===== src/rtl/debug_pkg.sv =====
// Shared debug-link definitions: scheduler state encoding, frame header tag
// and the command codes carried by debugger frames.
package debug_pkg;

  typedef enum logic [2:0] {
    ST_IDLE = 3'd0,
    ST_LOAD = 3'd1,
    ST_SEND = 3'd2,
    ST_WAIT = 3'd3,
    ST_DONE = 3'd4
  } tx_state_e;

  localparam logic [3:0] HDR_NIBBLE = 4'hA;

  localparam logic [7:0] CMD_RD_REG  = 8'h01;
  localparam logic [7:0] CMD_WR_REG  = 8'h02;
  localparam logic [7:0] CMD_RD_MEM  = 8'h03;
  localparam logic [7:0] CMD_STATUS  = 8'h04;

  function automatic logic [7:0] hdr_tag(input logic [3:0] id);
    return {HDR_NIBBLE, id};
  endfunction

endpackage


===== src/rtl/debug_tx_scheduler_rr_arbiter.sv =====
// Combinational round-robin picker: first set request at or after i_ptr,
// wrapping modulo N.
module rr_arbiter #(
  parameter int N    = 4,
  parameter int ID_W = $clog2(N)
) (
  input  logic [N-1:0]    i_req,
  input  logic [ID_W-1:0] i_ptr,
  output logic [ID_W-1:0] o_grant_id,
  output logic            o_valid
);

  // Scan from farthest to nearest offset so the closest request wins last.
  always_comb begin
    o_grant_id = '0;
    o_valid    = 1'b0;
    for (int i = N - 1; i >= 0; i--) begin
      if (i_req[(int'(i_ptr) + i) % N]) begin
        o_grant_id = ID_W'((int'(i_ptr) + i) % N);
        o_valid    = 1'b1;
      end
    end
  end

endmodule


===== src/rtl/debug_tx_scheduler.sv =====
// Frames requester payloads (header tag + len bytes) onto a byte UART,
// granting requesters round-robin.
//   state | meaning
//   IDLE  | arbitrate pending requests
//   LOAD  | register header tag or payload byte
//   SEND  | one-cycle UART start pulse
//   WAIT  | wait for byte completion, honour abort
//   DONE  | pulse o_done for the granted requester
module debug_tx_scheduler
  import debug_pkg::*;
#(
  parameter int NUM_REQ = 4,
  parameter int LEN_W   = 8,
  parameter int ID_W    = $clog2(NUM_REQ)
) (
  input  logic                     i_clk,
  input  logic                     i_reset,
  input  logic [NUM_REQ-1:0]       i_req,
  input  logic [NUM_REQ*LEN_W-1:0] i_len,
  input  logic [7:0]               i_byte,
  input  logic                     i_abort,
  input  logic                     i_tx_done,
  output logic                     o_tx_start,
  output logic [7:0]               o_tx_data,
  output logic [ID_W-1:0]          o_grant_id,
  output logic [LEN_W-1:0]         o_byte_idx,
  output logic [NUM_REQ-1:0]       o_done,
  output logic                     o_busy
);

  tx_state_e          state_q, state_d;
  logic [ID_W-1:0]    grant_q, grant_d;
  logic [ID_W-1:0]    rr_ptr_q, rr_ptr_d;
  logic [LEN_W-1:0]   len_q, len_d;
  logic [LEN_W-1:0]   byte_idx_q, byte_idx_d;
  logic               hdr_q, hdr_d;
  logic               abort_q, abort_d;
  logic [7:0]         tx_data_q, tx_data_d;
  logic [NUM_REQ-1:0] done_mask_q, done_mask_d;
  logic [NUM_REQ-1:0] done_vec;
  logic [ID_W-1:0]    ptr_next;
  logic [ID_W-1:0]    arb_id;
  logic               arb_valid;

  // A requester just signalled done may still hold i_req for one cycle.
  rr_arbiter #(.N(NUM_REQ), .ID_W(ID_W)) u_arb (
    .i_req      (i_req & ~done_mask_q),
    .i_ptr      (rr_ptr_q),
    .o_grant_id (arb_id),
    .o_valid    (arb_valid)
  );

  always_comb begin
    done_vec = (state_q == ST_DONE) ? (NUM_REQ'(1) << grant_q) : '0;
    ptr_next = (grant_q == ID_W'(NUM_REQ - 1)) ? '0 : grant_q + ID_W'(1);

    state_d     = state_q;
    grant_d     = grant_q;
    rr_ptr_d    = rr_ptr_q;
    len_d       = len_q;
    byte_idx_d  = byte_idx_q;
    hdr_d       = hdr_q;
    abort_d     = abort_q | i_abort;
    tx_data_d   = tx_data_q;
    done_mask_d = done_vec;

    case (state_q)
      ST_IDLE: begin
        abort_d = 1'b0;
        if (arb_valid) begin
          grant_d    = arb_id;
          len_d      = i_len[int'(arb_id)*LEN_W +: LEN_W];
          hdr_d      = 1'b1;
          byte_idx_d = '0;
          state_d    = ST_LOAD;
        end
      end
      ST_LOAD: begin
        tx_data_d = hdr_q ? hdr_tag(4'(grant_q)) : i_byte;
        state_d   = ST_SEND;
      end
      ST_SEND: state_d = ST_WAIT;
      ST_WAIT: begin
        if (i_tx_done) begin
          if (abort_q || i_abort) begin
            rr_ptr_d = ptr_next;
            abort_d  = 1'b0;
            state_d  = ST_IDLE;
          end else if ((hdr_q && len_q == '0) ||
                       (!hdr_q && byte_idx_q == len_q - LEN_W'(1))) begin
            state_d = ST_DONE;
          end else begin
            if (hdr_q) hdr_d = 1'b0;
            else       byte_idx_d = byte_idx_q + LEN_W'(1);
            state_d = ST_LOAD;
          end
        end
      end
      ST_DONE: begin
        rr_ptr_d = ptr_next;
        abort_d  = 1'b0;
        state_d  = ST_IDLE;
      end
      default: state_d = ST_IDLE;
    endcase
  end

  always_ff @(posedge i_clk or posedge i_reset) begin
    if (i_reset) begin
      state_q     <= ST_IDLE;
      grant_q     <= '0;
      rr_ptr_q    <= '0;
      len_q       <= '0;
      byte_idx_q  <= '0;
      hdr_q       <= 1'b0;
      abort_q     <= 1'b0;
      tx_data_q   <= '0;
      done_mask_q <= '0;
    end else begin
      state_q     <= state_d;
      grant_q     <= grant_d;
      rr_ptr_q    <= rr_ptr_d;
      len_q       <= len_d;
      byte_idx_q  <= byte_idx_d;
      hdr_q       <= hdr_d;
      abort_q     <= abort_d;
      tx_data_q   <= tx_data_d;
      done_mask_q <= done_mask_d;
    end
  end

  assign o_tx_start = (state_q == ST_SEND);
  assign o_tx_data  = tx_data_q;
  assign o_grant_id = grant_q;
  assign o_byte_idx = byte_idx_q;
  assign o_done     = done_vec;
  assign o_busy     = (state_q != ST_IDLE);

endmodule


===== config.mk =====
export PLATFORM = sky130hd
export DESIGN_NAME = debug_tx_scheduler
export DESIGN_NICKNAME = d
export VERILOG_FILES = /design/src/rtl/debug_pkg.sv /design/src/rtl/debug_tx_scheduler_rr_arbiter.sv /design/src/rtl/debug_tx_scheduler.sv
export SDC_FILE = /design/constraint.sdc
export NUM_CORES = 1
export LEC_CHECK = 0
export ABC_CLOCK_PERIOD_IN_PS = 2450
export BUFFER_PORTS_ARGS = -buffer_cell sky130_fd_sc_hd__buf_2
export CORE_ASPECT_RATIO = 0.6
export CORE_MARGIN = 3
export CORE_UTILIZATION = 50
export DETAILED_ROUTE_END_ITERATION = 10
export PLACE_DENSITY = 0.84
export SETUP_SLACK_MARGIN = 0.4
export SLEW_MARGIN = 20
export SYNTH_ARGS = -nofsm -noshare
export SYNTH_HDL_FRONTEND = slang
export SYNTH_SLANG_ARGS = --single-unit

===== constraint.sdc =====
create_clock -name i_clk -period 2.45 [get_ports i_clk]
set_input_delay 0 -clock i_clk [delete_from_list [all_inputs] [get_ports i_clk]]
set_output_delay 0 -clock i_clk [all_outputs]
set_load 0.03 [all_outputs]

==> results of run 1 <==
==> cell type report <==
| cell class | instances | area [sq um] | area share [%] |
|---|---|---|---|
| clock inverter | 1 | 5.005 | 0.1597 |
| clock buffer | 7 | 96.34 | 3.074 |
| tap | 60 | 75.07 | 2.395 |
| timing repair buffer | 94 | 555.5 | 17.72 |
| multi-input combinational | 188 | 1416 | 45.19 |
| sequential | 37 | 929.6 | 29.66 |
| inverter | 15 | 56.30 | 1.796 |
==> power by group <==
group / internal, mW / total (mW) / switching (mW) / leakage [nW]
logic: 0.815 / 1.86 / 1.05 / 1.03
clock network: 0.254 / 0.461 / 0.207 / 0.0542
registers: 0.816 / 1.08 / 0.268 / 0.461
total: 1.89 / 3.41 / 1.52 / 1.54
==> worst max path at each step <==
stage                               from                   endpoint  slack (ns)  cells after the start
finish              len_q[4]$_DFFE_PP0P_  o_byte_idx[0]$_DFFE_PP0P_        0.26                      8
global placement    len_q[0]$_DFFE_PP0P_  o_byte_idx[0]$_DFFE_PP0P_        0.29                      8
floorplan           len_q[0]$_DFFE_PP0P_  o_byte_idx[0]$_DFFE_PP0P_        0.39                      8
detailed placement  len_q[0]$_DFFE_PP0P_  o_byte_idx[0]$_DFFE_PP0P_        0.23                      8
global route        len_q[4]$_DFFE_PP0P_  o_byte_idx[3]$_DFFE_PP0P_        0.21                      8
CTS                 len_q[1]$_DFFE_PP0P_  o_byte_idx[0]$_DFFE_PP0P_        0.28                      8
==> layer usage <==
| metal | wire length (um) | vias to the layer above | GRT usage (%) |
|---|---|---|---|
| met5 | 0 | - | 0 |
| met4 | 87 | 0 | 5.955 |
| met3 | 515 | 13 | 5.584 |
| met2 | 2741 | 97 | 34.37 |
| met1 | 2858 | 1070 | 31.02 |
| li1 | - | 1076 | - |
==> cells in the mapped netlist (all sizes together) (3+ instances only) <==
cell type  number  area (sq um)
mux2i          24         240.2
xor2            3         26.28
nor2           15         56.30
a21oi           9         56.31
ha              7         87.58
xnor2           5         43.79
nand3          10         50.05
inv            15         56.30
dfrtp          37         925.9
nand2          21         78.83
a211oi          3         22.52
nand4           5         31.28
nor3            4         31.28
and3            9         61.31
o21ai          20         100.1
mux2           12         135.1
buf             6         40.03
nand2b         11         68.82
clkbuf          6         22.52
==> logic make-up after synthesis <==
group / Yosys count / synth area share, %
compound gates: 54 / 15.64
simple gates: 82 / 17.96
xor+xnor: 8 / 2.949
mux: 36 / 15.80
flops: 37 / 38.97
fa+ha+maj: 7 / 3.686
buf+inv: 27 / 5.002
==> through the flow <==
stage	setup slack, ns	instances
6_report	0.2583	402
5_1_grt	0.2060	402
4_1_cts	0.2818	398
3_5_place_dp	0.2296	377
3_3_place_gp	0.2925	377
2_1_floorplan	0.3893	251
==> worst reg2reg max path: stages (launching register included) <==
cell                      delay [ns]
sky130_fd_sc_hd__dfrtp_1        0.43
sky130_fd_sc_hd__nor3_4         0.29
sky130_fd_sc_hd__buf_4          0.17
sky130_fd_sc_hd__and3b_1        0.16
sky130_fd_sc_hd__o32ai_1        0.09
sky130_fd_sc_hd__mux2_4         0.30
sky130_fd_sc_hd__o21a_4         0.24
sky130_fd_sc_hd__and3_4         0.15
sky130_fd_sc_hd__mux2_2         0.25
==> repair_timing <==
action,4_1_cts,5_1_grt
endpoints found under the setup margin,11,15
setup buffers,5,3
gates resized for setup,9,11
hold endpoints to repair,44,0
hold buffers,8,0
pin swaps,7,6
cloned,0,1
==> state kept, by name, indices dropped and copies added (netlist names) <==
register     flops
rr_ptr_q         2
hdr_q            1
state_q          3
o_tx_data        8
abort_q          1
o_byte_idx       8
o_grant_id       2
len_q            8
done_mask_q      4
==> cell usage in the layout, fill, tap and decap left out, drive strengths merged, types with 8 or more instances in the layout <==
| cell | Yosys | layout |
|---|---|---|
| nor2 | 15 | 15 |
| inv | 15 | 15 |
| dfrtp | 37 | 37 |
| dlygate4sd3 | 0 | 8 |
| mux2i | 24 | 24 |
| nand2b | 11 | 11 |
| o21ai | 20 | 20 |
| nand2 | 21 | 21 |
| mux2 | 12 | 12 |
| buf | 6 | 86 |
| a21oi | 9 | 10 |
| and3 | 9 | 9 |
| nand3 | 10 | 10 |
==> results.sh, run 1 <==
export IMPL_outcome="finished clean"
export IMPL_timing_worst_setup_path_type="reg2reg"
export IMPL_area_growth_synth_to_final_pct=31.91
export IMPL_drtPass1Iterations=5
export IMPL_syn_instance_count=251
export IMPL_worst_hold_path_depth=3
export IMPL_routed_wirelength_mm=6.202
export IMPL_finalPower_mw=3.406
export IMPL_clock_sink_count=37
export IMPL_netlist_area_sq_um=2376
export IMPL_grt_pass1_wl_mm=9.591
export IMPL_timing_critical_path_slowest_stage_cell="sky130_fd_sc_hd__dfrtp_1"
export IMPL_cp_required_ns=2.62
export IMPL_critical_path_peak_fanout=5
export IMPL_rows=18
export IMPL_place_port_buffers=71
export IMPL_post_route_fraction_of_the_period_consumed_by_the_critical_path_pct=89.46
export IMPL_route_detailed_wl_per_inst_um=15.43
export IMPL_fin_hold_ws_ns=0.02147
export IMPL_worst_ir_drop_vdd_mv=0.6616
export IMPL_slew_viol_final=0
export IMPL_dominantRegCellSynth="sky130_fd_sc_hd__dfrtp_1"
export IMPL_n_fill_cell=320
export IMPL_max_cap_violations=0
export IMPL_cts_max_level=2
export IMPL_max_clock_path_buffers=2
export IMPL_placeableCoreArea_sq_um=4324
export IMPL_ant_nets=0
export IMPL_power_density_nw_per_um2=1087
export IMPL_gp_routability_congestion=0.8784
export IMPL_cts_root_buffer_cell="sky130_fd_sc_hd__clkbuf_8"
export IMPL_finalSetupTns_ns=0
export IMPL_die_width_um=95.00
export IMPL_worst_slew_pin_slew_ns=0.5320
export IMPL_synth_lib_cells_used_distinct=46
export IMPL_route_vias_total=2256
export IMPL_cp_start_kind="flop"
export IMPL_io_pins=72
export IMPL_floorplan_initialDensity_pct=54.95
export IMPL_die_height_um=59.40
export IMPL_worstPathArrival_ns=2.36
export IMPL_path_cells="nor3_4 > buf_4 > and3b_1 > o32ai_1 > mux2_4 > o21a_4 > and3_4 > mux2_2"
export IMPL_final_cell_area_sq_um=3134
export IMPL_timing_critical_path_slowest_cell_delay_ns=0.43
export IMPL_final_hold_vio_count=0
export IMPL_seq_total_area_yosys_pct=38.97
export IMPL_grt_setup_unrepaired="true"
export IMPL_post_route_cells_drive_above_1_share_pct=38.30
export IMPL_path_delay_family="simple AND/OR/NAND/NOR gates"
export IMPL_via_count_of_the_first_global_routing_pass=2018
export IMPL_worst_r2r_path_depth=8
export IMPL_detail_route_vias_per_cell=5.612
export IMPL_cts_made_buffers=5
export IMPL_report_final_setup_viol=0
export IMPL_whs_endpoint="o_tx_data[1]$_DFFE_PP0P_"
export IMPL_fin_util_pct=72.48
export IMPL_fmaxAchievable_mhz=456.3
export IMPL_synth_enable_flop_cells=0
export IMPL_clock_skew_final_ns=0.002765
export IMPL_fin_nets=396
export IMPL_grtUsageTotal_pct=22.11
export IMPL_dp_hpwl_mm=4.391
export IMPL_worst_path_buf_inv=1
export IMPL_min_delay_path_class="in2reg"
export IMPL_largest_net_degree_at_the_start_of_global_routing=38
export IMPL_crit_reg2reg_launch="len_q[4]$_DFFE_PP0P_"
export IMPL_dpl_cell_area_sq_um=2804
export IMPL_normalized_max_slew_margin_pct=64.23
export IMPL_critical_path_reg2reg_endpoint="o_byte_idx[0]$_DFFE_PP0P_"
export IMPL_grt_overflow=0
export IMPL_rrSetupSlack_ns=0.26
export IMPL_timing_critical_path_to_type="flop"
export IMPL_asr_flop_ratio_synth_pct=100.0
export IMPL_drcViolationCount=0
export IMPL_syn_nets=306
export IMPL_min_from="i_byte[1]"
export IMPL_cellLeakagePower_nw=1.541
export IMPL_antenna_found_initial=0
export IMPL_clk_pin_slew_worst_paths_ns=0.07
export IMPL_clk_insertion_delay_late_ns=0.28
export IMPL_synth_yosys_warnings=0
export IMPL_initialDrtViolationCount=147
export IMPL_tritoncts_clock_tree="built"
export IMPL_synth_area_per_cell_sq_um=9.466
export IMPL_antenna_diode_count=0
export IMPL_synthesized_flop_and_latch_total=37
export IMPL_final_period_minus_worst_setup_slack_ns=2.192
export IMPL_die_area_sq_um=5642
(Power assumes the default switching activity.)
==> inputs of run 2 (changes only) <==
BUFFER_PORTS_ARGS = default   (was -buffer_cell sky130_fd_sc_hd__buf_2)
DONT_BUFFER_PORTS = 1   (was default)
PLACE_DENSITY = 0.71   (was 0.84)
==> run 2 against run 1 <==
Cell count is 13% lower. Via count is 11% lower. Largest cell class unchanged. Combinational power shrank 6%. Sequential power grew 13%.
==> results.sh, run 2 (synthesis results as in run 1) <==
export IMPL_min_delay_path_class="in2reg"
export IMPL_antenna_found_initial=0
export IMPL_timing_critical_path_slowest_stage_cell="sky130_fd_sc_hd__dfrtp_1"
export IMPL_power_density_nw_per_um2=1157
export IMPL_cp_start_kind="flop"
export IMPL_grtUsageTotal_pct=21.61
export IMPL_route_detailed_wl_per_inst_um=17.25
export IMPL_gp_routability_congestion=0.8192
export IMPL_fin_nets=342
export IMPL_largest_net_degree_at_the_start_of_global_routing=38
export IMPL_groute_layer_met2_usage_pct=28.56
export IMPL_commonest_non_fill_non_tap_cell_in_the_layout="sky130_fd_sc_hd__dfrtp_1"
export IMPL_normalized_max_slew_margin_pct=65.54
export IMPL_detail_route_vias_per_cell=5.753
export IMPL_clock_sink_count=37
export IMPL_initialDrtViolationCount=80
export IMPL_drtPass1Iterations=4
export IMPL_worst_ir_drop_vdd_mv=0.7727
export IMPL_rows=18
export IMPL_worst_r2r_path_depth=9
export IMPL_die_area_sq_um=5642
export IMPL_critical_path_peak_fanout=5
export IMPL_whs_endpoint="state_q[2]$_DFFE_PP0P_"
export IMPL_most_common_layout_cells="34 x sky130_fd_sc_hd__dfrtp_1, 24 x sky130_fd_sc_hd__mux2i_1, 23 x sky130_fd_sc_hd__buf_4, 21 x sky130_fd_sc_hd__nand2_1, 18 x sky130_fd_sc_hd__o21ai_0"
export IMPL_fmaxAchievable_mhz=452.4
export IMPL_max_clock_path_buffers=2
export IMPL_clock_skew_final_ns=0.008762
export IMPL_path_delay_family="compound AO/OA/AOI/OAI gates"
export IMPL_n_fill_cell=353
export IMPL_grt_busiest_layer="met1"
export IMPL_grt_pass1_wl_mm=9.170
export IMPL_finalSetupTns_ns=0
export IMPL_timing_critical_path_slowest_cell_delay_ns=0.41
export IMPL_clk_insertion_delay_late_ns=0.30
export IMPL_final_period_minus_worst_setup_slack_ns=2.211
export IMPL_grt_overflow=0
export IMPL_clk_pin_slew_worst_paths_ns=0.08
export IMPL_multi_input_area_sq_um=1426
export IMPL_fin_util_pct=67.88
export IMPL_cellLeakagePower_nw=1.336
export IMPL_dp_hpwl_mm=4.044
export IMPL_worst_hold_path_depth=2
export IMPL_via_count_of_the_first_global_routing_pass=1784
export IMPL_register_area_sq_um=929.6
export IMPL_critical_path_reg2reg_endpoint="o_byte_idx[0]$_DFFE_PP0P_"
export IMPL_place_port_buffers=0
export IMPL_cts_root_buffer_cell="sky130_fd_sc_hd__clkbuf_8"
export IMPL_report_final_setup_viol=0
export IMPL_min_from="i_tx_done"
export IMPL_grt_setup_unrepaired="true"
export IMPL_tritoncts_clock_tree="built"
export IMPL_cts_max_level=2
export IMPL_cts_made_buffers=5
export IMPL_die_height_um=59.40
export IMPL_cp_required_ns=2.64
export IMPL_path_cells="buf_6 > buf_6 > xnor2_2 > a21oi_1 > o2111ai_1 > a2111o_1 > o21a_4 > and3_4 > mux2_4"
export IMPL_post_route_fraction_of_the_period_consumed_by_the_critical_path_pct=90.23
export IMPL_route_vias_total=2002
export IMPL_rrSetupSlack_ns=0.24
export IMPL_crit_top_cell="sky130_fd_sc_hd__buf_6"
export IMPL_crit_path_start="len_q[0]$_DFFE_PP0P_"
export IMPL_die_width_um=95.00
export IMPL_floorplan_initialDensity_pct=54.95
export IMPL_ant_nets=0
export IMPL_global_route_usage_met1_pct=34.51
export IMPL_slew_viol_final=0
export IMPL_antenna_diode_count=0
export IMPL_routed_wirelength_mm=6.004
export IMPL_timing_worst_setup_path_type="reg2reg"
export IMPL_crit_reg2reg_launch="len_q[0]$_DFFE_PP0P_"
export IMPL_max_cap_violations=0
export IMPL_grt_use_met3_pct=6.091
export IMPL_final_hold_vio_count=0
export IMPL_worst_slew_pin_slew_ns=0.5170
export IMPL_io_pins=72
export IMPL_placeableCoreArea_sq_um=4324
export IMPL_outcome="finished clean"
export IMPL_post_route_cells_drive_above_1_share_pct=26.04
export IMPL_timing_critical_path_to_type="flop"
export IMPL_worst_path_buf_inv=2
export IMPL_drcViolationCount=0
export IMPL_area_growth_synth_to_final_pct=23.54
export IMPL_worstPathArrival_ns=2.40
## run 2: where the power goes
part	switching [mW]	internal, mW
clock network	0.233	0.197
logic	0.905	0.844
registers	0.403	0.813
## run 2: per-layer routing
metal / vias up / wire [um]
met5: - / 0
li1: 970 / -
met2: 89 / 2495
met4: 0 / 46
met1: 936 / 2876
met3: 7 / 586
## run 2: how the worst max path moves through the flow
stage,cells after the start,endpoint
floorplan,8,o_byte_idx[0]$_DFFE_PP0P_
global placement,7,o_byte_idx[0]$_DFFE_PP0P_
detailed placement,7,o_byte_idx[0]$_DFFE_PP0P_
CTS,9,o_byte_idx[0]$_DFFE_PP0P_
global route,8,o_byte_idx[4]$_DFFE_PP0P_
finish,9,o_byte_idx[0]$_DFFE_PP0P_
## run 2: metrics by stage
step	hold WS, ns	instance area [sq um]	instances	setup WS (ns)	power (mW)
floorplan	0.09441	2377	251	0.3893	2.225
global placement	0.03351	2509	314	0.2743	2.538
detailed placement	0.03240	2509	314	0.1995	2.574
CTS	0.0003227	2808	342	0.3076	3.190
global route	0.03148	2935	348	0.1817	3.638
finish	0.01606	2935	348	0.2394	3.396
## run 2: timing repair
action,CTS,global route
pin swaps,5,13
setup buffers,9,6
resized for setup,10,23
hold buffers,11,0
endpoints found under the hold margin,49,0
endpoints found under the setup margin,10,18
## run 2: cell type report
type	count	share of cell area, %
Multi-Input combinational cell	187	48.59
Sequential cell	37	31.67
Timing Repair Buffer	41	12.45
Tap cell	60	2.558
Clock buffer	6	2.472
Inverter	15	1.918
Clock inverter	2	0.3410
==> inputs of run 3 (changes only) <==
CORE_UTILIZATION = 38   (was 50)
PLACE_DENSITY = 0.58   (was 0.71)
==> run 3 against run 2 <==
Register-to-register slack gained 0.09 ns. Utilization shrank 18 points. Cell area shrank 0.94%. Clock-buffer cell count grew 2. Flip-flop and latch count is the same. Power shrank 3.5%. Critical path depth grew 1. Combinational power shrank 6%. Via count shrank 0.85%. Critical path type unchanged. Critical endpoint is now o_byte_idx[7]$_DFFE_PP0P_. Largest cell class unchanged. Largest power group unchanged.
==> results.sh, run 3 (synthesis results as in run 1) <==
export IMPL_ant_nets=0
export IMPL_grt_setup_unrepaired="true"
export IMPL_routed_wirelength_mm=6.005
export IMPL_drcViolationCount=0
export IMPL_seq_power_share_pct=36.9
export IMPL_finalSetupTns_ns=0
export IMPL_fin_nets=343
export IMPL_netSwitchingPower_mw=1.469
export IMPL_route_detailed_wl_per_inst_um=16.27
export IMPL_most_common_layout_cells="34 x sky130_fd_sc_hd__dfrtp_1, 29 x sky130_fd_sc_hd__buf_4, 24 x sky130_fd_sc_hd__mux2i_1, 21 x sky130_fd_sc_hd__nand2_1, 18 x sky130_fd_sc_hd__o21ai_0"
export IMPL_clk_pin_slew_worst_paths_ns=0.07
export IMPL_floorplan_initialDensity_pct=40.92
export IMPL_initialDrtViolationCount=80
export IMPL_dp_hpwl_mm=4.295
export IMPL_drtPass1Iterations=4
export IMPL_worst_ir_drop_vdd_mv=0.4137
export IMPL_min_delay_path_class="in2reg"
export IMPL_final_cell_area_sq_um=2908
export IMPL_worst_slew_pin_slew_ns=0.9450
export IMPL_cellLeakagePower_nw=1.309
export IMPL_largest_net_degree_at_the_start_of_global_routing=26
export IMPL_gp_routability_congestion=0.8566
export IMPL_clock_power_share_pct=12.7
export IMPL_max_clock_path_buffers=2
export IMPL_post_route_cells_drive_above_1_share_pct=23.18
export IMPL_antenna_diode_count=0
export IMPL_detail_route_vias_per_cell=5.379
export IMPL_power_density_nw_per_um2=1127
export IMPL_final_hold_vio_count=0
export IMPL_cts_max_level=2
export IMPL_max_cap_violations=0
export IMPL_final_period_minus_worst_setup_slack_ns=2.124
export IMPL_p_int_mw=1.808
export IMPL_cp_required_ns=2.66
export IMPL_io_pins=72
export IMPL_rows=21
export IMPL_grtUsageTotal_pct=16.34
export IMPL_antenna_found_initial=0
export IMPL_dpl_cell_area_sq_um=2556
export IMPL_outcome="finished clean"
export IMPL_fin_hold_ws_ns=0.02380
export IMPL_slew_viol_final=0
export IMPL_cp_start_kind="flop"
export IMPL_die_area_sq_um=7269
export IMPL_commonest_non_fill_non_tap_cell_in_the_layout="sky130_fd_sc_hd__dfrtp_1"
export IMPL_timing_worst_setup_path_type="reg2reg"
export IMPL_timing_critical_path_to_type="flop"
export IMPL_route_vias_total=1985
export IMPL_die_width_um=108.1
export IMPL_clock_skew_final_ns=0.005758
export IMPL_switching_share_pct=44.83
export IMPL_cts_made_buffers=5
export IMPL_tritoncts_clock_tree="built"
export IMPL_worstPathArrival_ns=2.33
export IMPL_fmaxAchievable_mhz=470.9
export IMPL_placeableCoreArea_sq_um=5807
export IMPL_comb_power_share_pct=50.4
export IMPL_normalized_max_slew_margin_pct=36.61
export IMPL_grt_overflow=0
export IMPL_finalPower_mw=3.277
export IMPL_via_count_of_the_first_global_routing_pass=1769
export IMPL_area_growth_synth_to_final_pct=22.38
export IMPL_cts_root_buffer_cell="sky130_fd_sc_hd__clkbuf_8"
export IMPL_critical_path_peak_fanout=5
export IMPL_place_port_buffers=0
export IMPL_clock_sink_count=37
export IMPL_die_height_um=67.25
export IMPL_post_route_fraction_of_the_period_consumed_by_the_critical_path_pct=86.69
export IMPL_grt_pass1_wl_mm=9.011
export IMPL_clk_insertion_delay_late_ns=0.29
export IMPL_report_final_setup_viol=0
## run 3: changes by cell type in the layout (fill, tap and decap cells not counted), sizes merged
cell,delta
inv,-1
buf,+1
clkbuf,+2
clkinv,-1
## run 3: what timing repair did
action	in CTS	in global routing
pin swaps	1	5
endpoints found under the setup margin	9	16
endpoints found under the hold margin	36	0
hold buffers	11	0
resized for setup	8	10
buffers inserted	7	6
## run 3: worst max-delay path, stage by stage, from the launching register on
cell	delay [ns]
sky130_fd_sc_hd__dfrtp_1	0.42
sky130_fd_sc_hd__inv_2	0.07
sky130_fd_sc_hd__buf_4	0.13
sky130_fd_sc_hd__buf_4	0.12
sky130_fd_sc_hd__ha_1	0.21
sky130_fd_sc_hd__nand4_1	0.09
sky130_fd_sc_hd__nand3_1	0.13
sky130_fd_sc_hd__a21oi_4	0.21
sky130_fd_sc_hd__nand3_1	0.15
sky130_fd_sc_hd__a211oi_2	0.27
sky130_fd_sc_hd__mux2i_1	0.23
## run 3: power groups by stage
stage                     registers, mW  logic [mW]  clock network (mW)
final                              1.21        1.65               0.417
after global routing               1.24        1.83               0.460
after CTS                          1.21        1.54               0.429
after detailed placement           1.23        1.38                   0
after global placement             1.23        1.36                   0
after floorplan                    1.16        1.06                   0
## run 3: per-layer routing
| metal | vias to the layer above | GRT usage [%] | part of all wire, % |
|---|---|---|---|
| met1 | 947 | 24.12 | 50 |
| li1 | 969 | - | - |
| met4 | 0 | 4.252 | 0.75 |
| met5 | - | 0 | 0 |
| met2 | 64 | 23.53 | 41 |
| met3 | 5 | 4.394 | 8.9 |
## run 3: area by class of cell
cell class,count,area (sq um)
sequential,37,929.6
timing repair buffer,42,350.3
clock buffer,8,80.08
fill,541,2899
multi-input combinational,187,1391
tap,80,100.1
inverter,15,56.30
## run 3: worst paths after layout
kind	startpoint	to	slack (ns)	cells after the start
max	len_q[1]$_DFFE_PP0P_	o_byte_idx[7]$_DFFE_PP0P_	0.33	10
min reg2reg	abort_q$_DFF_PP0_	state_q[2]$_DFFE_PP0P_	0.56	3
max in group asynchronous	i_reset	o_byte_idx[7]$_DFFE_PP0P_	1.56	3
max reg2reg	len_q[1]$_DFFE_PP0P_	o_byte_idx[7]$_DFFE_PP0P_	0.33	10
min	i_tx_done	state_q[2]$_DFFE_PP0P_	0.02	2
min in group asynchronous	i_reset	o_byte_idx[0]$_DFFE_PP0P_	0.25	2
## run 3: metrics by stage
step | cells | setup slack (ns) | util, %
final | 369 | 0.3262 | 50.08
after global routing | 369 | 0.2355 | 50.08
after CTS | 363 | 0.3411 | 48.67
after detailed placement | 337 | 0.2292 | 44.02
after global placement | 337 | 0.2710 | 44.02
after floorplan | 251 | 0.3893 | -
